`src/rtl/event_scheduler.sv`:
```
// rtl/event_scheduler.sv - round-robin event scheduler for search-module found/failure reports
//
// Ports:
//   clk, res_n           single clock, synchronous active-low reset
//   found, failure       per-module event levels, held until the module is reset
//   co_buf               per-module polynomial, slice k at [(k+1)*BYTES*8-1 : k*BYTES*8]
//   ev_valid/ev_ack      event handshake towards the host link
//   ev_type              0 = found, 1 = failure
//   ev_idx, ev_poly      module index and polynomial captured at grant
//   mod_res              one-hot, one-cycle reset pulse to the serviced module
//   ev_count             acknowledged events, saturating
//   busy                 high whenever the scheduler is not scanning
module event_scheduler #(
    parameter int NUM_OF_MODULES = 20,
    parameter int BYTES          = 4
) (
    input  logic                               clk,
    input  logic                               res_n,
    input  logic [NUM_OF_MODULES-1:0]          found,
    input  logic [NUM_OF_MODULES-1:0]          failure,
    input  logic [NUM_OF_MODULES*BYTES*8-1:0]  co_buf,
    output logic                               ev_valid,
    output logic                               ev_type,
    output logic [7:0]                         ev_idx,
    output logic [BYTES*8-1:0]                 ev_poly,
    input  logic                               ev_ack,
    output logic [NUM_OF_MODULES-1:0]          mod_res,
    output logic [15:0]                        ev_count,
    output logic                               busy
);

    localparam int N = NUM_OF_MODULES;
    localparam int W = BYTES * 8;

    typedef enum logic [1:0] {SCAN, PRESENT, CLEAR, HOLDOFF} state_t;

    state_t         state_q, state_d;
    logic [7:0]     rr_ptr_q, rr_ptr_d;
    logic [N-1:0]   mask_q, mask_d;
    logic [7:0]     ev_idx_q, ev_idx_d;
    logic           ev_type_q, ev_type_d;
    logic [W-1:0]   ev_poly_q, ev_poly_d;
    logic [15:0]    ev_count_q, ev_count_d;
    logic           hold_q, hold_d;

    logic [N-1:0]   pend;
    logic           hi_any, lo_any;
    logic [7:0]     hi_idx, lo_idx, gnt_idx;
    logic [N-1:0]   gnt_oh, cur_oh;
    logic [W-1:0]   gnt_poly;
    logic           gnt_type;

    assign pend = (found | failure) & ~mask_q;

    // Round-robin search: the lowest pending index at or above rr_ptr wins;
    // if none exists, the lowest pending index overall (wrap-around) wins.
    // Scanning downward lets the last hit be the lowest index.
    always_comb begin
        hi_any = 1'b0;
        lo_any = 1'b0;
        hi_idx = '0;
        lo_idx = '0;
        for (int j = N - 1; j >= 0; j--) begin
            if (pend[j]) begin
                lo_any = 1'b1;
                lo_idx = 8'(j);
                if (j >= int'(rr_ptr_q)) begin
                    hi_any = 1'b1;
                    hi_idx = 8'(j);
                end
            end
        end
        gnt_idx  = hi_any ? hi_idx : lo_idx;
        gnt_poly = '0;
        gnt_type = 1'b0;
        gnt_oh   = '0;
        cur_oh   = '0;
        for (int j = 0; j < N; j++) begin
            if (int'(gnt_idx) == j) begin
                gnt_poly  = co_buf[j*W +: W];
                gnt_type  = ~found[j];          // found wins over failure
                gnt_oh[j] = 1'b1;
            end
            if (int'(ev_idx_q) == j) begin
                cur_oh[j] = 1'b1;
            end
        end
    end

    always_comb begin
        state_d    = state_q;
        rr_ptr_d   = rr_ptr_q;
        mask_d     = mask_q;
        ev_idx_d   = ev_idx_q;
        ev_type_d  = ev_type_q;
        ev_poly_d  = ev_poly_q;
        ev_count_d = ev_count_q;
        hold_d     = hold_q;
        case (state_q)
            SCAN: begin
                if (lo_any) begin
                    state_d   = PRESENT;
                    ev_idx_d  = gnt_idx;
                    ev_type_d = gnt_type;
                    ev_poly_d = gnt_poly;
                    rr_ptr_d  = (int'(gnt_idx) == N - 1) ? 8'd0 : gnt_idx + 8'd1;
                    mask_d    = mask_q | gnt_oh;
                end
            end
            PRESENT: begin
                if (ev_ack) begin
                    state_d = CLEAR;
                end
            end
            CLEAR: begin
                ev_count_d = (ev_count_q == 16'hFFFF) ? ev_count_q : ev_count_q + 16'd1;
                hold_d     = 1'b0;
                state_d    = HOLDOFF;
            end
            HOLDOFF: begin
                // Two cycles give the module time to drop its levels after mod_res.
                if (hold_q) begin
                    hold_d  = 1'b0;
                    mask_d  = mask_q & ~cur_oh;
                    state_d = SCAN;
                end else begin
                    hold_d = 1'b1;
                end
            end
            default: state_d = SCAN;
        endcase
    end

    always_ff @(posedge clk) begin
        if (!res_n) begin
            state_q    <= SCAN;
            rr_ptr_q   <= '0;
            mask_q     <= '0;
            ev_idx_q   <= '0;
            ev_type_q  <= 1'b0;
            ev_poly_q  <= '0;
            ev_count_q <= '0;
            hold_q     <= 1'b0;
        end else begin
            state_q    <= state_d;
            rr_ptr_q   <= rr_ptr_d;
            mask_q     <= mask_d;
            ev_idx_q   <= ev_idx_d;
            ev_type_q  <= ev_type_d;
            ev_poly_q  <= ev_poly_d;
            ev_count_q <= ev_count_d;
            hold_q     <= hold_d;
        end
    end

    assign ev_valid = (state_q == PRESENT);
    assign busy     = (state_q != SCAN);
    assign mod_res  = (state_q == CLEAR) ? cur_oh : '0;
    assign ev_idx   = ev_idx_q;
    assign ev_type  = ev_type_q;
    assign ev_poly  = ev_poly_q;
    assign ev_count = ev_count_q;

endmodule

```
`config.mk`:
```
export PLATFORM = sky130hd
export DESIGN_NAME = event_scheduler
export DESIGN_NICKNAME = d
export VERILOG_FILES = /design/src/rtl/event_scheduler.sv
export SDC_FILE = /design/constraint.sdc
export NUM_CORES = 1
export LEC_CHECK = 0
export ABC_AREA = 1
export BUFFER_PORTS_ARGS = -buffer_cell sky130_fd_sc_hd__buf_2
export CAP_MARGIN = 20
export CORE_AREA = 2 2 300 302
export DETAILED_ROUTE_END_ITERATION = 10
export DIE_AREA = 0 0 302 304
export PLACE_DENSITY = 0.41
export SYNTH_ARGS = -nofsm -noshare
export SYNTH_HDL_FRONTEND = slang
export SYNTH_SLANG_ARGS = --single-unit
```
`constraint.sdc`:
```
create_clock -name clk -period 5.3 [get_ports clk]
set_input_delay 0.53 -clock clk [delete_from_list [all_inputs] [get_ports clk]]
set_output_delay 0.53 -clock clk [all_outputs]
set_load 0.05 [all_outputs]
```
==> flow_summary.json, run 1 <==
{
  "status": "complete, no violations",
  "leakagePower_nw": 9.97,
  "final_period_minus_worst_setup_slack_ns": 5.07,
  "report.final.setup_viol": 0,
  "yosys_warnings": 0,
  "hpwlAfterDp_mm": 89.1,
  "synth_seq_cells": 83,
  "initial_core_util_pct": 13.3,
  "cts.reportedPaths.clkPinSlew_ns": 0.08,
  "report.final.slew_viol_count": 0,
  "synth_cells": 2310,
  "grt_antenna_before_repair": 73,
  "design.final.nets": 3858,
  "grt_pass1_wl_mm": 141,
  "initialDrtViolationCount": 1284,
  "detailroute.via_count": 18900,
  "power.density_cell_area_nw_per_um2": 632,
  "buffer_ports.inserted": 758,
  "maximum_number_of_pins_on_one_net_before_global_route_repair": 48,
  "post_synth_arst_share_pct": 0,
  "synth-edff-count": 0,
  "cts.hold.buffers_added": 0,
  "cp_top_delay_family": "simple AND/OR/NAND/NOR gates",
  "cp.buffers_inverters": 5,
  "route.detailed.wl_per_inst_um": 23.9,
  "timing.critical_path.arrival_ns": 5.39,
  "postRouteAntennaNets": 0,
  "placedInstanceArea_um2": 18400,
  "final_cycle_share_pct": 95.7,
  "slowest_delay_ns": 0.37,
  "grt_setup_unrepaired": "true",
  "final_hold_viol_count": 0,
  "dieArea_um2": 91800,
  "number_of_sinks_driven_by_the_clock_tree": 83,
  "maxCapViolCount": 0,
  "synth_area_um2": 11900,
  "post-place-cells": 4302,
  "layout.core_utilization_pct": 21.8,
  "worst_slew_pin_slew_ns": 1.02,
  "routed_via_density": 4.30,
  "crit_fanout": 5,
  "worst_slew_margin_rel_pct": 31.8,
  "holdCritPathClass": "input port to flop",
  "critical_path_required_ns": 5.62,
  "place.gp.congestion": 1.02,
  "crit_top_cell": "sky130_fd_sc_hd__nand2_1",
  "fill_cell_total_of_the_finished_layout": 10700,
  "mostFrequentLayoutCell": "sky130_fd_sc_hd__nand2_1",
  "design.portCount": 762,
  "syn-mean-instance-area_um2": 5.13,
  "share_of_yosys_cell_area_claimed_by_the_top_area_cell_type_pct": 25.9,
  "tritoncts.num_buffers": 9,
  "yosys.cell_types.count": 42,
  "syn_to_final_growth_pct": 63.5,
  "clock_skew_ns": 0.0102,
  "finalWirelength_mm": 105,
  "floorplan.die.width_um": 302,
  "drtPass1Iterations": 5,
  "fmax_mhz": 197,
  "finish.instance_area_um2": 19400,
  "design.core.area_um2": 89000,
  "finalNonFillerCells": 4382,
  "clockRootBuffer": "sky130_fd_sc_hd__clkbuf_16",
  "critPathCaptureType": "flop",
  "worst_ir_drop_vdd_uv": 248,
  "grt_util_all_layers_pct": 21.8,
  "tritoncts_clock_tree": "done",
  "synthFlopType": "sky130_fd_sc_hd__dfxtp_1",
  "via_count_of_the_first_global_routing_pass": 18500,
  "drc": 0,
  "proportion_of_layout_cells_with_a_drive_suffix_above_1_pct": 38.2,
  "clock_tree.buffer_depth": 2,
  "die_height_um": 304,
  "synth.area.top_cells": "sky130_fd_sc_hd__nand2_1, sky130_fd_sc_hd__dfxtp_1, sky130_fd_sc_hd__nand3_1",
  "critPathLaunchType": "flop",
  "cts.htree.levels": 3,
  "std_cell_rows": 110,
  "mostFrequentLayoutCells": "sky130_fd_sc_hd__nand2_1, sky130_fd_sc_hd__buf_2, sky130_fd_sc_hd__nand3_1",
  "timing.setup.critical_path_class": "flop to flop",
  "clock_insertion_delay_worst_skew_ns": 0.40,
  "crit_path_top_delay_cell": "sky130_fd_sc_hd__dfxtp_4",
  "grt_overflow_total": 0,
  "share_of_the_yosys_chip_area_belonging_to_registers_pct": 14.0,
  "yosys.area.top_type": "sky130_fd_sc_hd__nand2_1"
}
-- final cells by class --
type | count | area [um2] | share of cell area, %
repair buffers | 982 | 6010 | 31.0
inverters | 238 | 911 | 4.70
flip-flops and latches | 83 | 1680 | 8.64
multi-input cells | 1850 | 8920 | 46.0
well taps | 1176 | 1470 | 7.59
clock buffers | 9 | 225 | 1.16
diodes | 37 | 92.6 | 0.478
clock inverters | 7 | 73.8 | 0.381
-- worst paths after layout --
| check | start | endpoint | slack [ns] | cells past startpoint |
|---|---|---|---|---|
| max | rr_ptr_q[2] | ev_poly[5] | 0.23 | 45 |
| max reg2reg | rr_ptr_q[2] | ev_poly[5] | 0.23 | 45 |
| min reg2reg | ev_poly[5] | ev_poly[5] | 0.46 | 2 |
| min | co_buf[635] | ev_poly[27] | 0.44 | 3 |
-- kinds of logic after synthesis --
logic type / after synthesis / synth area share (%)
AND/OR/NAND/NOR: 1487 / 55.6
buffers and inverters: 379 / 13.2
AO/OA/AOI/OAI: 349 / 16.0
flip-flops: 83 / 14.0
adder cells (fa/ha/maj): 11 / 1.16
other: 1 / 0.0316
-- worst reg2reg max path, delay by kind of cell, from the launching register on --
family,cells,cell delay (ns)
DFF,1,0.37
and+or+nand+nor,26,2.05
buffers and inverters,5,0.64
AOI/OAI and AO/OA,13,1.78
adders and majority gates,1,0.13
-- what timing repair did --
item                                    4_1_cts  5_1_grt
gates resized for setup                      10       90
pin swaps                                     3       43
setup buffers                                 0       27
cloned                                        0        2
hold endpoints to repair                      0        0
endpoints found under the setup margin       12       28
-- metrics by stage --
step | hold WS (ns) | setup TNS [ns] | total power [mW] | worst slack [ns]
after floorplan | 0.424 | 0 | 5.74 | 1.13
after global placement | 0.445 | -10.95 | 11.1 | -0.715
after detailed placement | 0.455 | -11.13 | 11.1 | -0.779
after CTS | 0.414 | 0 | 11.9 | 0.00789
after global routing | 0.456 | -0.186 | 13.3 | -0.174
final | 0.437 | 0 | 12.3 | 0.227
-- metal layers --
layer	vias up	GRT usage [%]	part of all wire, %
met3	199	4.61	7.1
met1	8679	24.7	39
li1	9130	-	-
met2	822	38.8	50
met4	28	9.80	4.4
met5	-	0	0.17
-- Yosys cell counts, types with 6 or more instances --
master / number
sky130_fd_sc_hd__a21oi_1: 154
sky130_fd_sc_hd__buf_2: 48
sky130_fd_sc_hd__buf_4: 14
sky130_fd_sc_hd__clkbuf_1: 70
sky130_fd_sc_hd__dfxtp_1: 83
sky130_fd_sc_hd__ha_1: 11
sky130_fd_sc_hd__inv_1: 212
sky130_fd_sc_hd__inv_2: 20
sky130_fd_sc_hd__nand2_1: 819
sky130_fd_sc_hd__nand2_2: 6
sky130_fd_sc_hd__nand3_1: 280
sky130_fd_sc_hd__nand3_2: 11
sky130_fd_sc_hd__nand3b_1: 9
sky130_fd_sc_hd__nand4_1: 27
sky130_fd_sc_hd__nor2_1: 180
sky130_fd_sc_hd__nor2_2: 11
sky130_fd_sc_hd__nor2_4: 8
sky130_fd_sc_hd__nor3_1: 16
sky130_fd_sc_hd__o211ai_1: 33
sky130_fd_sc_hd__o21ai_0: 116
sky130_fd_sc_hd__o21ai_1: 24
sky130_fd_sc_hd__o21bai_1: 8
sky130_fd_sc_hd__or2_0: 21
sky130_fd_sc_hd__or2_1: 17
sky130_fd_sc_hd__or2_2: 70
-- state kept, by name (all words and copies together) (netlist names) --
name / cells
ev_idx: 5
mask_q: 20
rr_ptr_q: 6
hold_q: 1
ev_count: 16
state_q: 2
ev_poly: 32
ev_type: 1
-- power by group --
part / switching [mW] / internal, mW / total, mW
Combinational: 6.78 / 3.90 / 10.7
Sequential: 0.106 / 0.757 / 0.863
Clock: 0.375 / 0.335 / 0.711
Total: 7.26 / 5.00 / 12.3
(Power assumes the default switching activity.)
==> inputs of run 2 (changes only) <==
--- a/config.mk
+++ b/config.mk
@@ -5,13 +5,13 @@
 export SDC_FILE = /design/constraint.sdc
 export NUM_CORES = 1
 export LEC_CHECK = 0
-export ABC_AREA = 1
 export BUFFER_PORTS_ARGS = -buffer_cell sky130_fd_sc_hd__buf_2
 export CAP_MARGIN = 20
-export CORE_AREA = 2 2 300 302
+export CORE_AREA = 2 2 295 297
 export DETAILED_ROUTE_END_ITERATION = 10
-export DIE_AREA = 0 0 302 304
+export DIE_AREA = 0 0 297 299
 export PLACE_DENSITY = 0.41
+export SLEW_MARGIN = 20
 export SYNTH_ARGS = -nofsm -noshare
 export SYNTH_HDL_FRONTEND = slang
 export SYNTH_SLANG_ARGS = --single-unit
==> run 2 against run 1 <==
Against the previous run: final cell count shrank 14%; global-route usage grew 6.1 points; register-to-register slack lost 0.12 ns; combinational power shrank 9%; critical endpoint is now ev_poly[9]; highest routed layer unchanged.
==> flow_summary.json, run 2 <==
{
  "critPathCaptureType": "flop",
  "totalNegativeSetupSlack_ns": 0,
  "synth-edff-count": 0,
  "synth_area_um2": 11200,
  "holdCritPathClass": "input port to flop",
  "routed_via_density": 5.14,
  "syn_to_final_growth_pct": 65.8,
  "cts.htree.levels": 3,
  "end_of_the_worst_hold_path": "ev_poly[0]",
  "fmax_mhz": 193,
  "finish.instance_area_um2": 18500,
  "maxCapViolCount": 0,
  "std_cell_rows": 108,
  "initialDrtViolationCount": 2077,
  "yosys.cell_types.count": 92,
  "dieArea_um2": 88800,
  "met3_usage_pct": 7.56,
  "mostFrequentLayoutCell": "sky130_fd_sc_hd__buf_2",
  "fill_cell_total_of_the_finished_layout": 10000,
  "r2r.worst_path.cells": 17,
  "worst_slew_margin_rel_pct": 25.5,
  "globalRouteMet1Util_pct": 35.9,
  "share_of_yosys_cell_area_claimed_by_the_top_area_cell_type_pct": 14.9,
  "tritoncts_clock_tree": "done",
  "final_cycle_share_pct": 97.9,
  "r2r_slack_ns": 0.11,
  "slowest_delay_ns": 0.51,
  "finalNonFillerCells": 3790,
  "grt_util_all_layers_pct": 27.9,
  "number_of_sinks_driven_by_the_clock_tree": 83,
  "status": "complete, no violations",
  "placedInstanceArea_um2": 18000,
  "initial_core_util_pct": 13.0,
  "postRouteAntennaNets": 0,
  "design.final.nets": 3288,
  "clock_insertion_delay_worst_skew_ns": 0.40,
  "timing.critical_path.cells": "o21bai_1, o21ai_0, o31ai_2, nand3_4, or4_1, or3_1, and2_1, ha_2, inv_1, nor2_1, buf_4, and3_1, a2111oi_2, o31ai_1, buf_4, o21ai_1, o211ai_1",
  "leakagePower_nw": 8.11,
  "design.portCount": 762,
  "clock_tree.buffer_depth": 2,
  "drc": 0,
  "worstHoldStart": "co_buf[512]",
  "tritoncts.num_buffers": 9,
  "synth.area.top_cells": "sky130_fd_sc_hd__dfxtp_1, sky130_fd_sc_hd__a21oi_1, sky130_fd_sc_hd__nand2_1",
  "detailroute.via_count": 19500,
  "largest_register_ff_count": 32,
  "drtPass1Iterations": 7,
  "pre_cts_slack_ns": -0.705,
  "clock_skew_ns": 0.0219,
  "finalWirelength_mm": 131,
  "worst_ir_drop_vdd_uv": 302,
  "synth_cells": 1713,
  "cp.buffers_inverters": 3,
  "reg2reg_to": "ev_poly[9]",
  "crit_path_top_delay_cell": "sky130_fd_sc_hd__or4_1",
  "power.density_cell_area_nw_per_um2": 612,
  "cts.hold.buffers_added": 0,
  "post-place-cells": 3736,
  "regToRegStartpoint": "mask_q[3]",
  "post_synth_arst_share_pct": 0,
  "cp_top_delay_family": "compound AO/OA/AOI/OAI gates",
  "syn-mean-instance-area_um2": 6.52,
  "hpwlAfterDp_mm": 110,
  "multiInputGateArea_um2": 9010,
  "clockRootBuffer": "sky130_fd_sc_hd__clkbuf_16",
  "place.gp.congestion": 0.970,
  "crit_top_cell": "sky130_fd_sc_hd__buf_4",
  "final_critical_path_setup_slack_ns": 0.110,
  "maximum_number_of_pins_on_one_net_before_global_route_repair": 52,
  "timing.hold.worst_path_depth": 3,
  "grt.met2_usage_pct": 45.2,
  "proportion_of_layout_cells_with_a_drive_suffix_above_1_pct": 42.4,
  "synth_most_common_cell": "sky130_fd_sc_hd__nand2_1",
  "route.detailed.wl_per_inst_um": 34.5,
  "sequential_cell_area_um2": 1660,
  "yosys.area.top_type": "sky130_fd_sc_hd__dfxtp_1",
  "synthTopCellsByCount": "sky130_fd_sc_hd__nand2_1, sky130_fd_sc_hd__nor2_1, sky130_fd_sc_hd__a21oi_1",
  "final_period_minus_worst_setup_slack_ns": 5.19,
  "via_count_of_the_first_global_routing_pass": 18400,
  "cts.reportedPaths.clkPinSlew_ns": 0.09,
  "report.final.setup_viol": 0,
  "design.core.area_um2": 85900,
  "crit_fanout": 6,
  "grt_antenna_before_repair": 84,
  "synthFlopType": "sky130_fd_sc_hd__dfxtp_1",
  "grt_pass1_wl_mm": 169,
  "report.final.slew_viol_count": 0,
  "critical_path_required_ns": 5.57,
  "synth_seq_cells": 83,
  "worst_slew_pin_slew_ns": 1.11,
  "floorplan.die.width_um": 297,
  "critPathLaunchType": "flop",
  "gr-max-usage-layer": "met2",
  "final_hold_viol_count": 0,
  "yosys_warnings": 0,
  "timing.setup.critical_path_class": "flop to flop",
  "share_of_the_yosys_chip_area_belonging_to_registers_pct": 14.9,
  "grt_overflow_total": 0,
  "buffer_ports.inserted": 758,
  "grt_setup_unrepaired": "true",
  "timing.critical_path.arrival_ns": 5.46,
  "die_height_um": 299,
  "mostFrequentLayoutCells": "sky130_fd_sc_hd__buf_2, sky130_fd_sc_hd__buf_4, sky130_fd_sc_hd__nand2_1"
}
run 2: through the flow:
stage / hold slack, ns / util, % / total power [mW]
2_1_floorplan: 0.445 / - / 5.01
3_3_place_gp: 0.441 / 21.0 / 10.5
3_5_place_dp: 0.442 / 21.0 / 10.4
4_1_cts: 0.361 / 21.4 / 11.2
5_1_grt: 0.381 / 21.5 / 11.7
6_report: 0.384 / 21.5 / 11.3
run 2: kinds of logic after synthesis:
| family | Yosys count | synth area share (%) |
|---|---|---|
| buffers and inverters | 164 | 6.24 |
| adders and majority gates | 12 | 1.32 |
| xor gates and xnor gates | 12 | 0.941 |
| muxes | 11 | 0.986 |
| other | 1 | 0.0336 |
| AOI/OAI and AO/OA | 791 | 48.8 |
| and+or+nand+nor | 639 | 26.8 |
| DFF | 83 | 14.9 |
run 2: routing by layer:
metal  up-vias  part of all wire (%)
met4        58                   3.5
met2      1174                    46
met3       215                   9.3
met1      9609                    41
met5         -                  0.27
li1       8430                     -
run 2: area by class of cell:
cell class	instances	area share, %
antenna	36	0.486
sequential	83	8.97
tap	1155	7.80
multi-input combinational	1468	48.7
clock inverter	7	0.439
clock buffer	9	1.22
timing repair buffer	1007	31.9
inverter	25	0.507
run 2: worst reg2reg max path, stage by stage (launching register included):
cell                        delay [ns]
sky130_fd_sc_hd__dfxtp_1          0.48
sky130_fd_sc_hd__o21bai_1         0.18
sky130_fd_sc_hd__o21ai_0          0.21
sky130_fd_sc_hd__o31ai_2          0.40
sky130_fd_sc_hd__nand3_4          0.10
sky130_fd_sc_hd__or4_1            0.51
sky130_fd_sc_hd__or3_1            0.41
sky130_fd_sc_hd__and2_1           0.24
sky130_fd_sc_hd__ha_2             0.23
sky130_fd_sc_hd__inv_1            0.31
sky130_fd_sc_hd__nor2_1           0.25
sky130_fd_sc_hd__buf_4            0.20
sky130_fd_sc_hd__and3_1           0.17
sky130_fd_sc_hd__a2111oi_2        0.49
sky130_fd_sc_hd__o31ai_1          0.24
sky130_fd_sc_hd__buf_4            0.20
sky130_fd_sc_hd__o21ai_1          0.28
sky130_fd_sc_hd__o211ai_1         0.15
run 2: how the worst max path moves through the flow:
stage,from,to,cells past startpoint
2_1_floorplan,failure[9],ev_poly[25],23
4_1_cts,rr_ptr_q[0],ev_poly[10],18
3_5_place_dp,failure[8],ev_poly[10],19
5_1_grt,rr_ptr_q[1],ev_poly[0],21
3_3_place_gp,failure[8],ev_poly[10],19
6_report,mask_q[3],ev_poly[9],17
run 2: what timing repair did:
action | 4_1_cts | 5_1_grt
pin swaps | 0 | 1
buffers inserted | 0 | 2
endpoints found under the setup margin | 4 | 18
gates resized for setup | 5 | 11
run 2: report_power, final:
part / switching, mW / leakage (nW) / internal [mW]
clock network: 0.389 / 0.150 / 0.337
registers: 0.113 / 0.678 / 0.760
logic: 6.46 / 7.28 / 3.27
total: 6.96 / 8.11 / 4.37
==> inputs of run 3 (changes only) <==
--- a/config.mk
+++ b/config.mk
@@ -10,6 +10,7 @@
 export CORE_AREA = 2 2 295 297
 export DETAILED_ROUTE_END_ITERATION = 10
 export DIE_AREA = 0 0 297 299
+export MAX_ROUTING_LAYER = met4
 export PLACE_DENSITY = 0.41
 export SLEW_MARGIN = 20
 export SYNTH_ARGS = -nofsm -noshare
==> run 3 against run 2 <==
Against the previous run: total power grew 1.3%; sequential share of layout area shrank 0.13 points; worst setup slack gained 0.0094 ns; critical path type unchanged; largest cell class unchanged; highest routed layer is now met4.
==> flow_summary.json, run 3 (synthesis gave the netlist of run 2 again) <==
{
  "report.final.setup_viol": 0,
  "fmax_mhz": 193,
  "final_period_minus_worst_setup_slack_ns": 5.18,
  "report.final.slew_viol_count": 0,
  "detailroute.via_count": 19300,
  "fill_cell_total_of_the_finished_layout": 10100,
  "proportion_of_layout_cells_with_a_drive_suffix_above_1_pct": 42.8,
  "drtPass1Iterations": 6,
  "totalNegativeSetupSlack_ns": 0,
  "tritoncts_clock_tree": "done",
  "worst_slew_margin_rel_pct": 25.1,
  "multiInputGateArea_um2": 9040,
  "sequential_cell_area_um2": 1660,
  "postRouteAntennaNets": 0,
  "clock_skew_ns": 0.0200,
  "crit_fanout": 14,
  "grt_pass1_wl_mm": 170,
  "reg2reg_to": "ev_poly[27]",
  "via_count_of_the_first_global_routing_pass": 18800,
  "grt_util_all_layers_pct": 28.8,
  "number_of_sinks_driven_by_the_clock_tree": 83,
  "mostFrequentLayoutCell": "sky130_fd_sc_hd__buf_2",
  "cts.hold.buffers_added": 0,
  "timing.critical_path.arrival_ns": 5.46,
  "initial_core_util_pct": 13.0,
  "floorplan.die.width_um": 297,
  "cts.reportedPaths.clkPinSlew_ns": 0.08,
  "worst_setup_path_startpoint": "rr_ptr_q[2]",
  "design_power_total_mw": 11.5,
  "final_cycle_share_pct": 97.8,
  "buffer_ports.inserted": 758,
  "largest_register_ff_count": 32,
  "initialDrtViolationCount": 2293,
  "worst_slew_pin_slew_ns": 1.12,
  "route.detailed.wl_per_inst_um": 34.1,
  "r2r.worst_path.cells": 21,
  "clock_insertion_delay_worst_skew_ns": 0.41,
  "die_height_um": 299,
  "power.density_cell_area_nw_per_um2": 611,
  "mostFrequentLayoutCells": "sky130_fd_sc_hd__buf_2, sky130_fd_sc_hd__buf_4, sky130_fd_sc_hd__nand2_1",
  "tritoncts.num_buffers": 9,
  "critical_path_required_ns": 5.58,
  "std_cell_rows": 108,
  "leakagePower_nw": 8.21,
  "final_hold_viol_count": 0,
  "design.portCount": 762,
  "worst_ir_drop_vdd_uv": 375,
  "holdCritPathClass": "input port to flop",
  "regToRegStartpoint": "rr_ptr_q[2]",
  "design.core.area_um2": 85900,
  "clockRootBuffer": "sky130_fd_sc_hd__clkbuf_16",
  "layout.core_utilization_pct": 21.9,
  "cp-endpoint": "ev_poly[27]",
  "finalWirelength_mm": 131,
  "drc": 0,
  "clock_tree.buffer_depth": 2,
  "critPathCaptureType": "flop",
  "maximum_number_of_pins_on_one_net_before_global_route_repair": 60,
  "hpwlAfterDp_mm": 111,
  "r2r_slack_ns": 0.12,
  "timing.setup.critical_path_class": "flop to flop",
  "grt_overflow_total": 0,
  "dieArea_um2": 88800,
  "syn_to_final_growth_pct": 68.2,
  "holdWs_ns": 0.372,
  "critPathLaunchType": "flop",
  "routed_via_density": 5.05,
  "status": "complete, no violations",
  "cts.htree.levels": 3,
  "place.gp.congestion": 0.986,
  "maxCapViolCount": 0,
  "design.final.nets": 3301,
  "grt_antenna_before_repair": 89
}
[run 3: cell count changes in the layout (fill, tap and decap cells not counted), sizes merged]
cell    before   now
buf       1007  1019
clkbuf       9    11
diode       36    62
bufinv       0     1
clkinv       4     2
[run 3: power by group]
group          total (mW)  switching, mW  internal, mW
Sequential          0.877          0.117         0.760
Clock               0.761          0.372         0.389
Combinational        9.83           6.46          3.38
Total                11.5           6.95          4.52
[run 3: final cells by class]
class                   count  share of cell area (%)
diodes                     62                   0.826
clock buffers              10                    1.27
clock inverters             6                   0.406
inverters                  25                   0.506
multi-input cells        1468                    48.1
flip-flops and latches     83                    8.85
well taps                1155                    7.69
repair buffers           1020                    32.3
[run 3: through the flow]
stage | setup WS, ns | instances | instance area [um2]
final | 0.119 | 3829 | 18800
after global routing | -0.00365 | 3821 | 18800
after CTS | 0.0112 | 3758 | 18500
after detailed placement | -0.899 | 3742 | 18100
after global placement | -0.960 | 3741 | 18100
after floorplan | 0.0139 | 1715 | 11200
[run 3: layer usage]
layer / vias to the layer above / part of all wire [%] / GRT usage (%)
met5: - / 0 / -
met4: 0 / 2.9 / 8.73
met3: 165 / 8.5 / 7.52
met2: 1105 / 46 / 46.1
met1: 9542 / 42 / 35.4
li1: 8528 / - / -
[run 3: how the worst min path moves through the flow]
| stage | startpoint | end | slack [ns] | cells past startpoint |
|---|---|---|---|---|
| 6_report | co_buf[512] | ev_poly[0] | 0.37 | 3 |
| 5_1_grt | co_buf[512] | ev_poly[0] | 0.38 | 3 |
| 4_1_cts | co_buf[512] | ev_poly[0] | 0.36 | 3 |
| 3_5_place_dp | ev_poly[26] | ev_poly[26] | 0.45 | 2 |
| 3_3_place_gp | ev_poly[21] | ev_poly[21] | 0.44 | 2 |
| 2_1_floorplan | mask_q[16] | mask_q[16] | 0.44 | 2 |
[run 3: worst max-delay path: stages (launching register included)]
cell                       delay, ns
sky130_fd_sc_hd__dfxtp_1        0.33
sky130_fd_sc_hd__buf_12         0.15
sky130_fd_sc_hd__or3_1          0.35
sky130_fd_sc_hd__a21oi_1        0.23
sky130_fd_sc_hd__a211oi_1       0.13
sky130_fd_sc_hd__o21ai_0        0.26
sky130_fd_sc_hd__a21boi_0       0.16
sky130_fd_sc_hd__o21ai_0        0.17
sky130_fd_sc_hd__a22o_1         0.18
sky130_fd_sc_hd__and2_1         0.30
sky130_fd_sc_hd__inv_1          0.14
sky130_fd_sc_hd__ha_4           0.23
sky130_fd_sc_hd__inv_1          0.29
sky130_fd_sc_hd__buf_4          0.27
sky130_fd_sc_hd__nand2_1        0.14
sky130_fd_sc_hd__o31ai_4        0.10
sky130_fd_sc_hd__nor2_1         0.16
sky130_fd_sc_hd__buf_4          0.19
sky130_fd_sc_hd__nor3_2         0.41
sky130_fd_sc_hd__nand4_1        0.30
sky130_fd_sc_hd__o311ai_1       0.40
sky130_fd_sc_hd__a21oi_1        0.12
[run 3: repair_timing]
action / in CTS / in global routing
gates resized for setup: 7 / 15
setup buffers: 0 / 8
pin swaps: 0 / 2
gates cloned: 0 / 1
endpoints found under the setup margin: 6 / 15
